File: config.mk
export PLATFORM = sky130hd
export DESIGN_NAME = sat_counter
export DESIGN_NICKNAME = d
export VERILOG_FILES = /design/src/rtl/prbs2_checker_sat_counter.sv
export SDC_FILE = /design/constraint.sdc
export NUM_CORES = 1
export LEC_CHECK = 0
export ABC_AREA = 1
export CORE_AREA = 3 3 71 73
export DETAILED_ROUTE_END_ITERATION = 12
export DIE_AREA = 0 0 74 76
export GPL_TIMING_DRIVEN = 0
export PLACE_DENSITY = 0.77
export SLEW_MARGIN = 30
export SYNTH_ARGS = -nofsm -noshare
export SYNTH_HDL_FRONTEND = slang
export SYNTH_SLANG_ARGS = --single-unit
File: constraint.sdc
create_clock -name clk -period 2.75 [get_ports clk]
set_clock_uncertainty 0.2 [all_clocks]
set_input_delay 0.4125 -clock clk [delete_from_list [all_inputs] [get_ports clk]]
set_output_delay 0.4125 -clock clk [all_outputs]
set_load 0.03 [all_outputs]
File: src/rtl/prbs2_checker_sat_counter.sv
// Saturating up-counter with a 0..3 increment per enabled cycle; clear has priority over counting.
module sat_counter #(
    parameter int W = 32
) (
    input  logic         clk,
    input  logic         rst_n,
    input  logic         en,
    input  logic [1:0]   inc,
    input  logic         clr,
    output logic [W-1:0] cnt
);

    logic [W:0] sum;

    assign sum = {1'b0, cnt} + {{(W - 1){1'b0}}, inc};

    always_ff @(posedge clk or negedge rst_n) begin
        if (!rst_n) begin
            cnt <= '0;
        end else if (clr) begin
            cnt <= '0;
        end else if (en) begin
            cnt <= sum[W] ? '1 : sum[W-1:0];
        end
    end

endmodule

==> summary.txt <==
Critical path
  – CP max FO: 10
  – Worst path arrival time: 2.58 ns
  – Register-to-Register Path Depth: 11
  – Worst Path Class, Setup: in -> reg
  – Setup crit end kind: register
  – WP data required: 2.77 ns
  – R2R Setup Slk: 0.38 ns
  – Startpoint Class: input pin
  – Crit Reg-Reg Endpoint: cnt[19]
  – Reg2reg start: cnt[0]

Power and ir drop
  – Power density cells: 321.4 nW/µm²
  – Max IR drop VDD: 188.7 µV
  – Leak pwr: 1.333 nW

STA
  – Slew Limit Headroom: 61.53%
  – Fin. Hold Viols: 0
  – RSZ-0062 raised after global routing: no
  – Tcrit/Tclk final: 92.97%
  – WHS: 0.3131 ns
  – Slew @ Worst Pin: 0.5770 ns
  – Max-slew violations: 0
  – Minimum clock period: 2.557 ns
  – Final setup viols: 0
  – Max Freq: 0.3912 GHz

Layout
  – Largest register by flop count: cnt
  – ANT cells: 0
  – Regs by FF count: cnt (32)
  – Nets: 426
  – Max reg flops: 32
  – Share of cells above drive strength 1: 9.330%
  – Final core occ: 66.30%
  – Syn-to-layout area delta: 23.04%
  – Final Non-Filler Cells: 470

Global routing
  – Met1 usage: 34.13%
  – First-pass GRT wire length: 10710 µm
  – Met3 usage: 4.090%
  – GRT Total Usage: 23.82%
  – Largest net degree at the start of global routing: 19
  – Initial antenna violation count: 0
  – Vias in the first global route: 2301
  – Grt peak-use layer: met2
  – Total grt overflow: 0
  – Grt met2 use: 36.35%

Min path
  – Number of cells on the worst hold path: 4
  – Hold_sp: en
  – Worst min path class: in -> reg
  – Hold Crit Endpoint: cnt[20]

Placement
  – Cells after DPL: 461
  – GP Congestion: 0.9567
  – Port Buffers: 36
  – DP Wirelength: 4891 µm

Drt
  – Avg Vias per Cell: 5.274
  – Detailed Route Iter0 Violations: 180
  – Via count: 2479
  – TritonRoute pass-1 iters: 5
  – Post-detailed-route count of antenna-violating nets: 0
  – DRC violations left: 0
  – Per-cell routed wire length: 13.42 µm
  – Drt total wl: 6307 µm

Logic synthesis
  – Asr flop ratio synth: 100.0%
  – Mapped Cells: 372
  – Post-Syn Area per Cell: 6.394 µm²
  – Top post-synthesis cells by area: dfrtp_1, nand2_1, nand3_1
  – Synth cell count leaders: nand2_1, nor2_1, inv_1, nand3_1, dfrtp_1
  – Post-synth EDFFs: 0
  – Post-synthesis sequential area ratio: 33.67%
  – Synthesized Nets: 381
  – Most used DFF post-synth: dfrtp_1
  – Area share of the largest cell type after synthesis: 33.67%
  – Post-Syn Area: 2379 µm²
  – Leading area contributor after synthesis: dfrtp_1
  – Post-synthesis cell type count: 26
  – Flops & latches, synth: 32
  – Count leader, synth: nand2_1
  – Yosys warns: 0

Clock network
  – Clock Latency Late Sink: 0.29 ns
  – Root buffer cell: clkbuf_8
  – Gates resized, CTS repair: 0
  – Worst-path clk slew: 0.06 ns
  – Max clock buf depth: 2
  – TritonCTS Buffers: 5
  – Number of H-tree levels: 2
  – CTS tree: done
  – Sink Count: 32

Job
  – Max-Cap Viols: 0

Die
  – Site Rows: 24
  – Vert. Die Dim: 76 µm
  – Starting Density: 53.88%
  – Die ar.: 5624 µm²
  – Core box area: 4414 µm²
  – Die X: 74 µm
  – # IOs: 38

Run status
  – Status: complete, no violations
[final cells by class]
class	instances	area, µm²
plain buffers	8	50.05
inverters	39	146.4
clock buffers	8	90.09
multi-input cells	293	1381
well taps	52	65.06
fillers	416	1488
repair buffers	38	392.9
flip-flops and latches	32	800.8
[per-layer routing]
metal | share of wire (%) | routed length (µm)
met1 | 45 | 2854
met2 | 46 | 2924
met3 | 6.6 | 417
met4 | 1.8 | 112
met5 | 0 | 0
[where the power goes]
group,internal [W],total [W],switching (W)
logic,0.0000276,0.0000792,0.0000515
clock network,0.000204,0.000383,0.000179
registers,0.000474,0.000478,0.00000420
[repair_timing]
action / CTS / global route
setup buffers: 0 / 0
hold buffers: 1 / 0
endpoints found under the hold margin: 14 / 0
[cell usage in the layout, fill, tap and decap left out, types with 3 or more instances in the layout]
| master | netlist | layout |
|---|---|---|
| nor2_4 | 5 | 5 |
| clkdlybuf4s50_1 | 0 | 35 |
| o21ai_2 | 5 | 5 |
| nand3_1 | 35 | 35 |
| clkbuf_1 | 2 | 4 |
| xor2_1 | 3 | 3 |
| o21ai_0 | 14 | 14 |
| dfrtp_1 | 32 | 32 |
| inv_1 | 38 | 38 |
| nand3b_1 | 3 | 3 |
| clkbuf_8 | 0 | 6 |
| nand4_1 | 3 | 3 |
| nand3_2 | 8 | 8 |
| nand2_1 | 162 | 162 |
| buf_2 | 4 | 5 |
| nor2_1 | 42 | 42 |
[critical path: stages]
cell	delay [ns]
clkdlybuf4s50_1	0.46
ha_1	0.16
inv_1	0.06
fa_1	0.47
nor2_4	0.22
nand2_4	0.10
nor2_4	0.14
nand3_4	0.13
buf_6	0.18
nand3_1	0.11
nand2_1	0.07
nand2_1	0.05
[through the flow]
stage / worst slack, ns / power, W / TNS [ns] / cell area, µm²
after CTS: 0.2061 / 0.0009470 / 0 / 2927
after global routing: 0.07310 / 0.0009779 / 0 / 2927
final: 0.1934 / 0.0009405 / 0 / 2927
after global placement: -0.07925 / 0.0005609 / -0.8575 / 2804
after detailed placement: -0.08585 / 0.0005668 / -1.217 / 2826
after floorplan: 0.4288 / 0.0005277 / 0 / 2379
[how the worst max path moves through the flow]
stage / startpoint / to
after CTS: inc[0] / cnt[19]
final: inc[0] / cnt[19]
after global placement: inc[0] / cnt[19]
after floorplan: cnt[0] / cnt[14]
after global routing: inc[0] / cnt[30]
after detailed placement: inc[0] / cnt[19]
[cells by family (layout without fill, tap and decap cells)]
logic type               Yosys count  in the layout  synth area share (%)
AO/OA/AOI/OAI                     20             20                 4.997
XOR/XNOR                           4              4                 1.473
buffers and inverters             47             93                 8.259
AND/OR/NAND/NOR                  266            266                 49.71
adder cells (fa/ha/maj)            3              3                 1.894
flip-flops                        32             32                 33.67
Power figures use the tool's default switching activity.
